$ cat config.mk
export PLATFORM = sky130hd
export DESIGN_NAME = stopwatch_bcd_counter
export DESIGN_NICKNAME = d
export VERILOG_FILES = /design/src/rtl/stopwatch_pkg.sv /design/src/rtl/stopwatch_bcd_counter_btn_debounce.sv /design/src/rtl/stopwatch_bcd_counter.sv
export SDC_FILE = /design/constraint.sdc
export NUM_CORES = 1
export LEC_CHECK = 0
export CORE_MARGIN = 5
export CORE_UTILIZATION = 30
export CTS_CLUSTER_DIAMETER = 40
export CTS_CLUSTER_SIZE = 40
export DETAILED_ROUTE_END_ITERATION = 8
export GPL_ROUTABILITY_DRIVEN = 0
export MAX_ROUTING_LAYER = met4
export PLACE_DENSITY = 0.46
export SLEW_MARGIN = 20
export SYNTH_ARGS = -nofsm -noshare
export SYNTH_HDL_FRONTEND = slang
export SYNTH_SLANG_ARGS = --single-unit
$ cat constraint.sdc
create_clock -name clk -period 2.7 [get_ports clk]
set_clock_uncertainty 0.1 [all_clocks]
set_input_delay 0.405 -clock clk [delete_from_list [all_inputs] [get_ports clk]]
set_output_delay 0.405 -clock clk [all_outputs]
set_load 0.005 [all_outputs]
$ cat src/rtl/stopwatch_pkg.sv
// Shared types, constants and helpers for the stopwatch timekeeping core.
//   bcd_t        : one 4-bit BCD digit
//   bcd_field_t  : a two-digit field (tens, ones), used for both mm and ss
//   field_inc_t  : result of incrementing a field (value plus carry out)
//   field_inc()  : BCD increment of a 00..59 field, wrapping 59 -> 00 with carry
package stopwatch_pkg;

    typedef logic [3:0] bcd_t;

    typedef struct packed {
        bcd_t tens;
        bcd_t ones;
    } bcd_field_t;

    typedef struct packed {
        logic       carry;
        bcd_field_t val;
    } field_inc_t;

    localparam bcd_t       ONES_MAX      = 4'd9;
    localparam bcd_t       TENS_MAX      = 4'd5;
    localparam logic [3:0] BLINK_SEC     = 4'b0011;
    localparam logic [3:0] BLINK_MIN     = 4'b1100;
    localparam int         DB_CYCLES_DEF = 1_000_000;

    // Increment a mod-60 BCD field; carry is set only on the 59 -> 00 wrap.
    function automatic field_inc_t field_inc(input bcd_field_t f);
        field_inc_t r;
        r.carry = 1'b0;
        r.val   = f;
        if (f.ones == ONES_MAX) begin
            r.val.ones = 4'd0;
            if (f.tens == TENS_MAX) begin
                r.val.tens = 4'd0;
                r.carry    = 1'b1;
            end else begin
                r.val.tens = f.tens + 4'd1;
            end
        end else begin
            r.val.ones = f.ones + 4'd1;
        end
        return r;
    endfunction

endpackage

$ cat src/rtl/stopwatch_bcd_counter_btn_debounce.sv
// Button conditioner: synchroniser, stability-counter debouncer and
// rising-edge pulse generator.
//   clk     : system clock
//   rst_i   : asynchronous active-high reset (already release-synchronised)
//   btn_i   : raw, bouncy, asynchronous button
//   pulse_o : one-clk pulse when the debounced level rises
module btn_debounce #(
    parameter int DB_CYCLES   = 1_000_000,
    parameter int SYNC_STAGES = 2
) (
    input  logic clk,
    input  logic rst_i,
    input  logic btn_i,
    output logic pulse_o
);

    localparam int CW = (DB_CYCLES > 1) ? $clog2(DB_CYCLES) : 1;

    logic [SYNC_STAGES-1:0] sync_q, sync_d;
    logic [CW-1:0]          cnt_q, cnt_d;
    logic                   level_q, level_d;
    logic                   pulse_q, pulse_d;
    logic                   synced_s;

    assign synced_s = sync_q[SYNC_STAGES-1];

    // Next-state: counter only advances while the synced input disagrees
    // with the debounced level; any agreement restarts the stability window.
    always_comb begin
        sync_d  = {sync_q[SYNC_STAGES-2:0], btn_i};
        cnt_d   = cnt_q;
        level_d = level_q;
        if (synced_s == level_q) begin
            cnt_d = '0;
        end else if (cnt_q == CW'(DB_CYCLES - 1)) begin
            level_d = synced_s;
            cnt_d   = '0;
        end else begin
            cnt_d = cnt_q + CW'(1);
        end
        pulse_d = level_d & ~level_q;
    end

    // State registers.
    always_ff @(posedge clk or posedge rst_i) begin
        if (rst_i) begin
            sync_q  <= '0;
            cnt_q   <= '0;
            level_q <= 1'b0;
            pulse_q <= 1'b0;
        end else begin
            sync_q  <= sync_d;
            cnt_q   <= cnt_d;
            level_q <= level_d;
            pulse_q <= pulse_d;
        end
    end

    assign pulse_o = pulse_q;

endmodule

$ cat src/rtl/stopwatch_bcd_counter.sv
// Stopwatch timekeeping core: mm:ss BCD counter with run, pause and adjust
// modes, feeding the 7-segment display stage.
//   clk         : 100 MHz system clock
//   arst_i      : asynchronous active-high reset (release synchronised here)
//   tick_1hz    : 1 Hz one-clk strobe, advances time in run mode
//   tick_2hz    : 2 Hz one-clk strobe, advances the selected field in adjust
//   btn_pause_i : raw pause button, toggles paused_o
//   btn_clr_i   : raw clear button, zeroes all digits
//   adj_i       : raw switch, 1 = adjust mode
//   sel_i       : raw switch, adjust field: 0 = seconds, 1 = minutes
//   digit_o     : {min_tens, min_ones, sec_tens, sec_ones}
//   paused_o    : count halted
//   blink_o     : per-digit blank request (1 = blank), nibble order of digit_o
//   rollover_o  : one-clk pulse on 59:59 -> 00:00
module stopwatch_bcd_counter
    import stopwatch_pkg::*;
#(
    parameter int DB_CYCLES   = DB_CYCLES_DEF,
    parameter int SYNC_STAGES = 2
) (
    input  logic        clk,
    input  logic        arst_i,
    input  logic        tick_1hz,
    input  logic        tick_2hz,
    input  logic        btn_pause_i,
    input  logic        btn_clr_i,
    input  logic        adj_i,
    input  logic        sel_i,
    output logic [15:0] digit_o,
    output logic        paused_o,
    output logic [3:0]  blink_o,
    output logic        rollover_o
);

    logic [1:0]             rst_sync_q, rst_sync_d;
    logic                   rst_s;
    logic [SYNC_STAGES-1:0] adj_sync_q, adj_sync_d;
    logic [SYNC_STAGES-1:0] sel_sync_q, sel_sync_d;
    logic                   adj_s, sel_s;
    logic                   pause_pulse_s, clr_pulse_s;
    field_inc_t             sec_inc_s, min_inc_s;

    logic [15:0] digit_q, digit_d;
    logic        paused_q, paused_d;
    logic        rollover_q, rollover_d;
    logic        phase_q, phase_d;
    logic [3:0]  blink_q, blink_d;

    // Reset synchroniser next-state: zeros shift in once arst_i is released.
    always_comb begin
        rst_sync_d = {rst_sync_q[0], 1'b0};
    end

    // Reset synchroniser: asserts immediately, releases on the second clk edge.
    always_ff @(posedge clk or posedge arst_i) begin
        if (arst_i) begin
            rst_sync_q <= 2'b11;
        end else begin
            rst_sync_q <= rst_sync_d;
        end
    end

    assign rst_s = rst_sync_q[1];

    btn_debounce #(
        .DB_CYCLES  (DB_CYCLES),
        .SYNC_STAGES(SYNC_STAGES)
    ) u_db_pause (
        .clk    (clk),
        .rst_i  (rst_s),
        .btn_i  (btn_pause_i),
        .pulse_o(pause_pulse_s)
    );

    btn_debounce #(
        .DB_CYCLES  (DB_CYCLES),
        .SYNC_STAGES(SYNC_STAGES)
    ) u_db_clr (
        .clk    (clk),
        .rst_i  (rst_s),
        .btn_i  (btn_clr_i),
        .pulse_o(clr_pulse_s)
    );

    assign adj_s = adj_sync_q[SYNC_STAGES-1];
    assign sel_s = sel_sync_q[SYNC_STAGES-1];

    // Core next-state: clear beats any tick; the mode decides which tick counts.
    always_comb begin
        adj_sync_d = {adj_sync_q[SYNC_STAGES-2:0], adj_i};
        sel_sync_d = {sel_sync_q[SYNC_STAGES-2:0], sel_i};
        sec_inc_s  = field_inc(digit_q[7:0]);
        min_inc_s  = field_inc(digit_q[15:8]);
        digit_d    = digit_q;
        rollover_d = 1'b0;

        if (clr_pulse_s) begin
            digit_d = 16'h0000;
        end else if (adj_s) begin
            // Adjust: each field wraps on its own, never carries, never rolls over.
            if (tick_2hz) begin
                if (sel_s) begin
                    digit_d[15:8] = min_inc_s.val;
                end else begin
                    digit_d[7:0] = sec_inc_s.val;
                end
            end else begin
                digit_d = digit_q;
            end
        end else if (tick_1hz && !paused_q) begin
            digit_d[7:0] = sec_inc_s.val;
            if (sec_inc_s.carry) begin
                digit_d[15:8] = min_inc_s.val;
                rollover_d    = min_inc_s.carry;
            end else begin
                digit_d[15:8] = digit_q[15:8];
            end
        end else begin
            digit_d = digit_q;
        end

        // Pause toggles from the pre-edge value, so a same-cycle tick sees the old state.
        if (pause_pulse_s) begin
            paused_d = ~paused_q;
        end else begin
            paused_d = paused_q;
        end

        if (adj_s) begin
            phase_d = tick_2hz ? ~phase_q : phase_q;
        end else begin
            phase_d = 1'b0;
        end

        // Blink mask is built from the next phase so it lines up with the edge.
        if (phase_d) begin
            blink_d = sel_s ? BLINK_MIN : BLINK_SEC;
        end else begin
            blink_d = 4'b0000;
        end
    end

    // Core state and registered outputs.
    always_ff @(posedge clk or posedge rst_s) begin
        if (rst_s) begin
            adj_sync_q <= '0;
            sel_sync_q <= '0;
            digit_q    <= 16'h0000;
            paused_q   <= 1'b0;
            rollover_q <= 1'b0;
            phase_q    <= 1'b0;
            blink_q    <= 4'b0000;
        end else begin
            adj_sync_q <= adj_sync_d;
            sel_sync_q <= sel_sync_d;
            digit_q    <= digit_d;
            paused_q   <= paused_d;
            rollover_q <= rollover_d;
            phase_q    <= phase_d;
            blink_q    <= blink_d;
        end
    end

    assign digit_o    = digit_q;
    assign paused_o   = paused_q;
    assign rollover_o = rollover_q;
    assign blink_o    = blink_q;

endmodule

## After elaboration in Yosys (flattened, before gate mapping)

Cells that the tools add are included.

- Output and inout port bits: 22
- Bits of input ports: 8
- Register bits: 77

- Muxes and demuxes: 31
- Add/subtract/negate cells: 6
- Reduce and logical (&&, ||, !) cells: 6
- Bitwise operators: 6
- Equal/unequal tests: 11

Operator list:

| cell | count |
|---|---|
| two-way mux 20 bit | 4 |
| two-way mux 16 bit | 4 |
| adder 20 x 1 -> 20 bit (second input constant) | 2 |
| equality test 20 bit (second input constant) | 2 |
| two-way mux 4 bit | 6 |
| two-way mux 8 bit | 3 |
| adder 4 x 1 -> 4 bit (second input constant) | 4 |
| two-way mux 1 bit | 12 |
| two-way mux 5 bit | 2 |
| equality test 4 x 3 -> 1 bit (second input constant) | 2 |
| equality test 4 bit (second input constant) | 2 |
| != test 3 x 2 -> 1 bit (second input constant) | 2 |
| nonzero test 3 bit | 2 |
| NOT 1 bit | 4 |
| AND reduction 4 bit | 1 |
| != test 3 x 1 -> 1 bit (second input constant) | 1 |
| AND reduction 3 bit | 1 |
| bitwise AND 1 bit | 2 |
| equality test 1 bit | 2 |
| logical AND 1 bit | 1 |
| logical NOT 1 bit | 1 |

## Logic depth before layout (Yosys ltp)

Gate-level depths: netlist (run 1).

- Depth in word-level cells: 7
- Mapped depth: 7
- Gate-level depth less buffers: 6

## Cells and area by module

Synthesis (run 1) repeated with hierarchy kept, for this count alone.

- Cell total of the unflattened synthesis: 352
- Area, all modules: 3761.1 µm²

Modules (own cells, without submodules):

| module | cells each | instances | area each (µm²) |
|---|---|---|---|
| btn_debounce | 108 | 2 | 1188.6 |
| stopwatch_bcd_counter | 136 | 1 | 1383.8 |

## Least setup slack after synthesis (run 1)

OpenSTA, ideal clock, no wires.

- Kind: register -> register
- Start point: reg u_db_pause.cnt_q[15]
- End point: reg u_db_pause.level_q
- Period minus slack after synthesis: 2113 ps
- Slack: 587 ps
- Path buffers: 0
- Stages on the path, launching flop included: 5
- Arrival: 1888 ps
- Cells stage by stage: dfrtp_1 > or4b_2 > or4_1 > nor2_1 > mux2_2

- Cells in the longest elaborated chain, start to end: 3

RTL lines:

| item | RTL line | source |
|---|---|---|
| start, declared | stopwatch_bcd_counter_btn_debounce.sv:20 | `logic [CW-1:0] cnt_q, cnt_d;` |
| start signal, assigned | stopwatch_bcd_counter_btn_debounce.sv:53 | `cnt_q <= cnt_d;` |
| equality test 20 bit | stopwatch_bcd_counter_btn_debounce.sv:35 | `end else if (cnt_q == CW'(DB_CYCLES - 1)) begin` |
| two-way mux 1 bit | stopwatch_bcd_counter_btn_debounce.sv:35 |  |
| two-way mux 1 bit | stopwatch_bcd_counter_btn_debounce.sv:33 | `if (synced_s == level_q) begin` |
| net u_db_pause.level_d | stopwatch_bcd_counter_btn_debounce.sv:21 | `logic level_q, level_d;` |
| end signal, assigned | stopwatch_bcd_counter_btn_debounce.sv:54 | `level_q <= level_d;` |
| end, declared | stopwatch_bcd_counter_btn_debounce.sv:21 |  |

The timed path passes the listed nets, and every way through them passes these cells.
A chain may end at the register's enable or synchronous reset.

## Worst setup path after layout (run 1)

- Start point: reg u_db_pause.cnt_q[0]
- End point: reg u_db_pause.cnt_q[14]

- Cells in the longest elaborated chain, start to end: 3
- Elaborated cells on any way between the ends: 4
- Classes of those cells: add/sub: 1; eq/ne: 1; mux: 2

RTL lines:

| item | RTL line |
|---|---|
| adder 20 x 1 -> 20 bit or equality test 20 bit (tied branches) | stopwatch_bcd_counter_btn_debounce.sv:39, stopwatch_bcd_counter_btn_debounce.sv:35 |
| two-way mux 20 bit * | stopwatch_bcd_counter_btn_debounce.sv:35 |
| two-way mux 20 bit * | stopwatch_bcd_counter_btn_debounce.sv:33 |
| net u_db_pause.cnt_d[14] | stopwatch_bcd_counter_btn_debounce.sv:20 |

Mark *: on every way through the listed nets, which the timed path passes. The rest lies on a longest branch.

==> impl_metrics.ini, run 1 <==
[worst_setup_path]
crit_required_ns = 2.86
max_stage_delay_ns = 0.59
path_buf_inv = 1
arrival_ns = 2.39
cp_top_family = simple AND/OR/NAND/NOR gates
path_max_fanout = 5
critPathLaunchType = flip-flop
critPathSlowestCell = or4_1
crit_type = reg2reg
cp-end-kind = flip-flop
path_cells = ha_1 > nand2_1 > or4_1 > buf_4 > or3_1 > a21oi_1

[hold_path]
hp-class = reg2async

[clocking]
cts_buffers = 9
clkLatencyLatePin_ns = 0.33
clock_path_buffers = 2
cts_hold_buffers = 0
tritoncts = yes
clock_sink_count = 75
ctsHtreeMaxLevel = 3
cts_setup_buffers = 0
root_buffer = clkbuf_16
path_clk_slew_ns = 0.06
cts_resized = 0

[route]
drt-total-wl_um = 7380
route.detailed.drc = 0
ant_nets = 0
num_vias = 2685
drt_pass1_iterations = 4
vias_per_cell = 4.98
drt-initial-drc-count = 190
avgRoutedWirePerCell_um = 13.7

[yosys]
ys_async_sr_fraction_pct = 100
synth.avg_cell_area_sq_um = 10.2
ys_warn_count = 0
yosysUniqueCellTypes = 47
syn_nets = 370
synth_top_area_share_pct = 51.0
synth_flop_cell = dfrtp_1
synthCells = 352
ys_seq_area_share_pct = 52.5
synthTopCellsByArea = dfrtp_1, nor2_1, a21oi_1, ha_1, xor2_1
synth_edf_count = 0
synth_top_area_cell = dfrtp_1
ys_seq_elements = 75
synth_area_sq_um = 3580

[power_and_ir_drop]
clockPowerShare_pct = 38.5
power_density_nw_per_um2 = 725
swShare_pct = 26.8
netSwitchingPower_w = 0.000852
p_seq_share_pct = 43.8
cellLeakagePower_nw = 1.80
p_int_w = 0.00232
ir_drop_mv = 0.230
p_comb_share_pct = 17.7

[floorplan]
ios = 30
dieArea_sq_um = 14200
die_x_um = 119
num_rows = 40
die_height_um = 119
core_sq_um = 11900
start_util_pct = 30.2

[sta]
relSlewSlack_pct = 56.7
whs_ns = 0.106
fin_crit_sh_pct = 82.9
finalCriticalPeriod_ns = 2.24
grt_setup_unrepaired = no
finalHoldViolations = 0
postLayoutSetupSlackWorst_ns = 0.462
drv_slew = 0
tightest_slew_ns = 0.648
setup_viol = 0
fmax_mhz = 447

[global_routing]
antenna_found_initial = 0
grt_pass1_vias = 2602
grt_overflow_total = 0
grt_max_degree = 62
track_usage_pct = 11.2
grt_pass1_wl_um = 12700

[run_status]
status = complete, no violations

[finish]
fin_util_pct = 36.9
area_growth_pct = 22.4
fill_cells = 1195
multiInputGateArea_sq_um = 1600
diodes = 0
drive_above_1_share_pct = 9.69
layout.nets = 405
regArea_sq_um = 1880

[placed_design]
dp_hpwl_um = 5020
io_buffers = 29
place_ws_ns = -0.0593

[run]
cap_violations = 0
worst register-to-register path, cell delays in order (launching register included):
cell     delay (ns)
dfrtp_1        0.41
ha_1           0.29
nand2_1        0.11
or4_1          0.59
buf_4          0.19
or3_1          0.34
a21oi_1        0.14
power by group through the flow:
stage               registers (W)  clock network, W  logic [W]
floorplan                 0.00138                 0   0.000280
global placement          0.00141                 0   0.000560
detailed placement        0.00141                 0   0.000570
CTS                       0.00139           0.00126   0.000572
global route              0.00142           0.00130   0.000636
finish                    0.00139           0.00122   0.000563
cell type report:
cell class / instances / share of cell area [%]
inverter: 16 / 1.37
tap: 147 / 4.20
sequential: 75 / 42.9
clock buffer: 12 / 5.85
clock inverter: 4 / 1.11
multi-input combinational: 249 / 36.5
timing repair buffer: 36 / 8.11
synth_stat cells, drive strengths merged, types with 5 or more instances:
cell and number:
xnor2 13, and3b 6, or4 13, dfrtp 73
nand3 18, buf 5, xor2 14, o31ai 5
nor4 6, inv 16, ha 10, or3 14
nor2 36, or4b 6, clkbuf 7, nand2 19
nand4 8, a21oi 26, o21ai 20
cell usage in the layout (no fill, tap or decap), drive strengths merged, types with 7 or more instances in the layout:
cell type and count:
ha 10, inv 16, or3 14, xor2 14
or4 13, dfrtp 73, xnor2 13, nand4 8
clkdlybuf4s50 29, nand2 19, nand3 18, o21ai 20
nor2 36, a21oi 26, clkbuf 12, buf 7
path summary, 6_finish.rpt:
check | startpoint | to | slack, ns | depth (start not counted)
max reg2reg | u_db_pause.cnt_q[0] | u_db_pause.cnt_q[14] | 0.46 | 6
max | u_db_pause.cnt_q[0] | u_db_pause.cnt_q[14] | 0.46 | 6
max in group asynchronous | rst_sync_q[1] | u_db_clr.cnt_q[7] | 1.78 | 2
min | rst_sync_q[1] | u_db_pause.cnt_q[18] | 0.11 | 1
min reg2reg | rst_sync_q[1] | u_db_pause.cnt_q[18] | 0.11 | 1
min in group clk | u_db_clr.sync_q[0] | u_db_clr.sync_q[1] | 0.25 | 0
cells by family after synthesis:
group	synth area share, %
AND/OR/NAND/NOR	23.5
flip-flops	52.5
AO/OA/AOI/OAI	9.96
buffers and inverters	3.25
XOR/XNOR	6.60
adder cells (fa/ha/maj)	3.49
multiplexers	0.629
other	0.105
per-stage QoR:
| step | TNS [ns] | instance area [sq um] | instances | total power (W) |
|---|---|---|---|---|
| floorplan | 0 | 3580 | 352 | 0.00166 |
| global placement | 0 | 4070 | 523 | 0.00197 |
| detailed placement | -0.112 | 4070 | 523 | 0.00198 |
| CTS | 0 | 4380 | 539 | 0.00322 |
| global route | 0 | 4380 | 539 | 0.00336 |
| finish | 0 | 4380 | 539 | 0.00318 |
state kept, by name (all words and copies together) (netlist names):
signal / count
u_db_clr.cnt_q: 20
u_db_pause.sync_q: 2
digit_o: 16
sel_sync_q: 2
u_db_clr.sync_q: 2
phase_q: 1
u_db_clr.level_q: 1
u_db_pause.cnt_q: 20
blink_o: 2
adj_sync_q: 2
u_db_pause.pulse_o: 1
paused_o: 1
rst_sync_q: 2
rollover_o: 1
u_db_pause.level_q: 1
u_db_clr.pulse_o: 1
routing by layer:
layer | routed length (um) | vias up | global-route usage, % | part of all wire (%)
met1 | 3630 | 1296 | 14.8 | 49
met2 | 3330 | 49 | 16.6 | 45
met3 | 319 | 8 | 2.99 | 4.3
met4 | 101 | 0 | 4.27 | 1.4
met5 | 0 | - | - | 0
li1 | - | 1332 | - | -
Note: power is estimated with default switching activity, not from simulation.
==> run 2, diff against run 1 <==
--- a/config.mk
+++ b/config.mk
@@ -12,7 +12,7 @@
 export DETAILED_ROUTE_END_ITERATION = 8
 export GPL_ROUTABILITY_DRIVEN = 0
 export MAX_ROUTING_LAYER = met4
-export PLACE_DENSITY = 0.46
+export PLACE_DENSITY = 0.47
 export SLEW_MARGIN = 20
 export SYNTH_ARGS = -nofsm -noshare
 export SYNTH_HDL_FRONTEND = slang
==> constraint.sdc (replaced) <==
create_clock -name clk -period 1.9 [get_ports clk]
set_clock_uncertainty 0.1 [all_clocks]
set_input_delay 0.285 -clock clk [delete_from_list [all_inputs] [get_ports clk]]
set_output_delay 0.285 -clock clk [all_outputs]
set_load 0.005 [all_outputs]
==> run 2 against run 1 <==
Against the previous run:
- the flow now finishes with violations (negative setup slack)
- final area increased by 20%
- critical path depth shrank 1
- sequential cell count is the same
- critical path type unchanged
- largest cell class unchanged
==> impl_metrics.ini, run 2 (same netlist as run 1, synthesis figures left out) <==
[sta]
finalCriticalPeriod_ns = 2.14
fmax_mhz = 468
finalHoldViolations = 0
drv_slew = 0
setup_viol = 25
fin_crit_sh_pct = 112
postLayoutSetupSlackWorst_ns = -0.236
grt_setup_unrepaired = yes

[power_and_ir_drop]
swShare_pct = 27.0
p_comb_share_pct = 25.3
p_seq_share_pct = 39.4
power_w = 0.00480
clockPowerShare_pct = 35.3
cellLeakagePower_nw = 2.23
ir_drop_mv = 0.355
p_int_w = 0.00351
netSwitchingPower_w = 0.00130
power_density_nw_per_um2 = 916

[route]
drt-initial-drc-count = 192
drt_pass1_iterations = 4
ant_nets = 0
vias_per_cell = 4.87
route.detailed.drc = 0
avgRoutedWirePerCell_um = 13.9
drt-total-wl_um = 8560
num_vias = 2994

[floorplan]
core_sq_um = 11900
num_rows = 40
die_height_um = 119
start_util_pct = 30.2
ios = 30
dieArea_sq_um = 14200
die_x_um = 119

[clocking]
ctsHtreeMaxLevel = 3
clock_sink_count = 75
path_clk_slew_ns = 0.06
cts_hold_buffers = 0
root_buffer = clkbuf_16
cts_buffers = 9
clkLatencyLatePin_ns = 0.33
clock_path_buffers = 2
tritoncts = yes

[hold_path]
hp-class = in2async

[finish]
instances_no_fill = 615
layout_common_cells = dfrtp_1, buf_4, clkdlybuf4s50_1
layout.nets = 481
area_growth_pct = 46.4
fin_util_pct = 44.2
drive_above_1_share_pct = 32.9
mostFrequentLayoutCell = dfrtp_1
diodes = 0
final_area_sq_um = 5240
fill_cells = 1132

[worst_setup_path]
cp-startpoint = u_db_pause.cnt_q[12]
r2r_start = u_db_pause.cnt_q[12]
path_cells = or4b_4 > or4_4 > o21ai_4 > buf_6 > nor2_1
crit_required_ns = 2.02
max_stage_delay_ns = 0.59
path_max_fanout = 6
arrival_ns = 2.26
critPathSlowestCell = or4_4
critPathLaunchType = flip-flop
cp-end-kind = flip-flop
crit_type = reg2reg

[run]
cap_violations = 0

[global_routing]
grt_max_degree = 74
track_usage_pct = 12.6
grt_pass1_vias = 2900
grt_overflow_total = 0
grt_pass1_wl_um = 14200
antenna_found_initial = 0

[run_status]
status = finished, violations left
failed_checks = negative setup slack

[placed_design]
dp_hpwl_um = 5650
io_buffers = 29
dpl_cell_area_sq_um = 4600
dp_cells = 585
[run 2: cell count changes in the layout (fill, tap and decap cells not counted), sizes merged]
cell,change
a31oi,+1
buf,+74
clkinvlp,+2
inv,-1
[run 2: layer usage]
metal  GRT usage (%)  routed length (um)  up-vias
met5               -                   0        -
met4            5.21                 156        0
met3            3.13                 345        9
met2            18.2                3930       47
met1            17.0                4120     1448
li1                -                   -     1490
[run 2: power groups by stage]
stage	clock [W]	combinational [W]	sequential, W
final	0.00170	0.00122	0.00189
after floorplan	0	0.000413	0.00197
after global placement	0	0.00111	0.00191
after detailed placement	0	0.00112	0.00192
after global routing	0.00182	0.00135	0.00192
after CTS	0.00175	0.00116	0.00189
[run 2: stage by stage]
stage	setup slack (ns)	setup TNS [ns]	hold slack [ns]
floorplan	-0.190	-3.13	0.0965
global placement	-0.379	-7.48	0.233
detailed placement	-0.413	-8.47	0.235
CTS	-0.242	-4.81	0.172
global route	-0.287	-6.47	0.201
finish	-0.236	-4.75	0.178
[run 2: worst paths after layout]
path | slack [ns] | cells past startpoint | end
setup / recovery | -0.24 | 5 | u_db_pause.cnt_q[8]
hold / removal | 0.18 | 2 | rst_sync_q[0]
setup reg to reg | -0.24 | 5 | u_db_pause.cnt_q[8]
hold reg to reg | 0.25 | 0 | u_db_clr.sync_q[1]
max in group asynchronous | 1.14 | 2 | u_db_clr.cnt_q[0]
min in group clk | 0.25 | 0 | u_db_clr.sync_q[1]
[run 2: final cells by class]
class | count | area (sq um) | area share, %
flip-flops and latches | 75 | 1880 | 35.9
clock buffers | 11 | 243 | 4.63
clock inverters | 5 | 52.6 | 1.00
multi-input cells | 250 | 1850 | 35.2
well taps | 147 | 184 | 3.51
repair buffers | 111 | 973 | 18.6
inverters | 16 | 63.8 | 1.22
[run 2: worst max-delay path: cells and delay by family (launching register included)]
kind	cells	cell delay [ns]
AOI/OAI and AO/OA	1	0.20
buffers and inverters	1	0.19
DFF	1	0.37
and+or+nand+nor	3	1.17
[run 2: timing repair]
item | 4_1_cts | 5_1_grt
buffers inserted | 5 | 5
gates resized for setup | 18 | 42
gates cloned | 2 | 2
endpoints found under the setup margin | 29 | 53
pin swaps | 7 | 19
endpoints found under the hold margin | 0 | 0
==> run 3, diff against run 2 <==
--- a/config.mk
+++ b/config.mk
@@ -12,7 +12,7 @@
 export DETAILED_ROUTE_END_ITERATION = 8
 export GPL_ROUTABILITY_DRIVEN = 0
 export MAX_ROUTING_LAYER = met4
-export PLACE_DENSITY = 0.47
+export PLACE_DENSITY = 0.46
 export SLEW_MARGIN = 20
 export SYNTH_ARGS = -nofsm -noshare
 export SYNTH_HDL_FRONTEND = slang
==> constraint.sdc (replaced) <==
create_clock -name clk -period 2 [get_ports clk]
set_clock_uncertainty 0.1 [all_clocks]
set_input_delay 0.3 -clock clk [delete_from_list [all_inputs] [get_ports clk]]
set_output_delay 0.3 -clock clk [all_outputs]
set_load 0.005 [all_outputs]
==> run 3 against run 2 <==
Against the previous run:
- the flow still finishes with violations (negative setup slack)
- final cell count is 3.1% lower
- largest power group unchanged
- first-iteration DRC count is 8.3% higher
- via count is 3.1% lower
- sequential share of layout area is 2.1 points higher
- wire length is 8.0% lower
- sequential cell count stayed put
- maximum frequency is 1.7% higher
- hold slack better by 0.011 ns
- count of clock-buffer cells in the layout is 2 higher
- sequential power is 4% lower
- clock power is 15% lower
- critical path depth stayed put
==> impl_metrics.ini, run 3 (same netlist as run 1, synthesis figures left out) <==
[run_status]
status = finished, violations left
failed_checks = negative setup slack

[floorplan]
num_rows = 40
dieArea_sq_um = 14200
ios = 30
core_sq_um = 11900
die_height_um = 119
die_x_um = 119
start_util_pct = 30.2

[power_and_ir_drop]
cellLeakagePower_nw = 2.12
ir_drop_mv = 0.400
power_w = 0.00430
power_density_nw_per_um2 = 867

[worst_setup_path]
critPathLaunchType = flip-flop
cp-end-kind = flip-flop
crit_type = reg2reg
r2r_start = u_db_pause.cnt_q[15]
path_max_fanout = 8
arrival_ns = 2.21
reg2reg_depth = 5
crit_required_ns = 2.11
cp-startpoint = u_db_pause.cnt_q[15]

[finish]
diodes = 0
layout_common_cells = dfrtp_1, buf_4, nor2_1, clkdlybuf4s50_1, a21oi_1
multiInputGateArea_sq_um = 1760
area_growth_pct = 38.3
layout.nets = 462
mostFrequentLayoutCell = dfrtp_1
drive_above_1_share_pct = 26.5
regArea_sq_um = 1880
fill_cells = 1143
fin_util_pct = 41.8

[global_routing]
grt_max_degree = 32
grt_pass1_wl_um = 13800
antenna_found_initial = 0
grt_overflow_total = 0
grt_pass1_vias = 2884
track_usage_pct = 12.2

[sta]
postLayoutSetupSlackWorst_ns = -0.0997
finalHoldViolations = 0
relSlewSlack_pct = 60.8
finalCriticalPeriod_ns = 2.10
drv_slew = 0
grt_setup_unrepaired = yes
setup_viol = 21
whs_ns = 0.189
fin_crit_sh_pct = 105
fmax_mhz = 476
tightest_slew_ns = 0.586

[hold_path]
hp-class = in2async

[clocking]
path_clk_slew_ns = 0.05
ctsHtreeMaxLevel = 3
root_buffer = clkbuf_16
clock_path_buffers = 2
cts_hold_buffers = 0
cts_buffers = 9
clkLatencyLatePin_ns = 0.33
tritoncts = yes
clock_sink_count = 75

[route]
route.detailed.drc = 0
avgRoutedWirePerCell_um = 13.2
ant_nets = 0
drt-initial-drc-count = 208
num_vias = 2900
drt-total-wl_um = 7870
drt_pass1_iterations = 4
vias_per_cell = 4.87

[placed_design]
dp_hpwl_um = 5530
io_buffers = 29

[run]
cap_violations = 0
[run 3: cell types whose count changed in the layout (fill, tap and decap cells not counted), moves of 3 or more]
cell     previous run  this run
buf_4              71        58
a21oi_1            11        21
a21oi_2            15         5
buf_6               8         4
nor2_4              5         2
[run 3: critical path, cell delays in order, from the launching register on]
cell     delay, ns
dfrtp_1       0.37
or4b_4        0.54
or4_4         0.56
o21ai_4       0.19
buf_6         0.17
a21oi_1       0.05
[run 3: cell type report]
type | instances | area share [%]
flip-flops and latches | 75 | 38.0
multi-input cells | 249 | 35.6
repair buffers | 93 | 16.1
clock buffers | 13 | 5.05
well taps | 147 | 3.71
inverters | 16 | 1.29
clock inverters | 3 | 0.303
[run 3: path summary, 6_finish.rpt]
path / slack (ns) / endpoint
worst min-delay path: 0.19 / rst_sync_q[0]
worst max register to register: -0.1 / u_db_pause.cnt_q[17]
worst min register to register: 0.22 / digit_o[14]
min in group clk: 0.25 / u_db_clr.sync_q[1]
max in group asynchronous: 0.94 / digit_o[6]
worst max-delay path: -0.1 / u_db_pause.cnt_q[17]
[run 3: repair_timing]
item / 4_1_cts / 5_1_grt
endpoints found under the hold margin: 0 / 0
pin swaps: 9 / 8
cloned: 1 / 1
setup endpoints to repair: 24 / 46
buffers inserted: 0 / 6
gates resized for setup: 16 / 22
[run 3: power breakdown]
part | total, W | internal (W) | leakage [nW] | switching (W)
Sequential | 0.00182 | 0.00167 | 0.986 | 0.000147
Combinational | 0.00102 | 0.000584 | 0.998 | 0.000439
Clock | 0.00145 | 0.000868 | 0.133 | 0.000585
[run 3: through the flow]
step                      worst slack [ns]  std cells  TNS [ns]  area (sq um)
after floorplan                    -0.0902        352     -1.03          3630
after global placement              -0.310        572     -4.48          4470
after detailed placement            -0.336        572     -5.01          4470
after CTS                           -0.110        589     -2.13          4800
after global routing                -0.177        596     -3.56          4950
final                              -0.0997        596     -1.99          4950
[run 3: layer usage]
| layer | track usage (%) | vias up | part of all wire (%) |
|---|---|---|---|
| li1 | - | 1446 | - |
| met1 | 15.8 | 1399 | 48 |
| met2 | 18.8 | 47 | 48 |
| met3 | 2.75 | 8 | 3.4 |
| met4 | 4.34 | 0 | 1.4 |
| met5 | - | - | 0 |
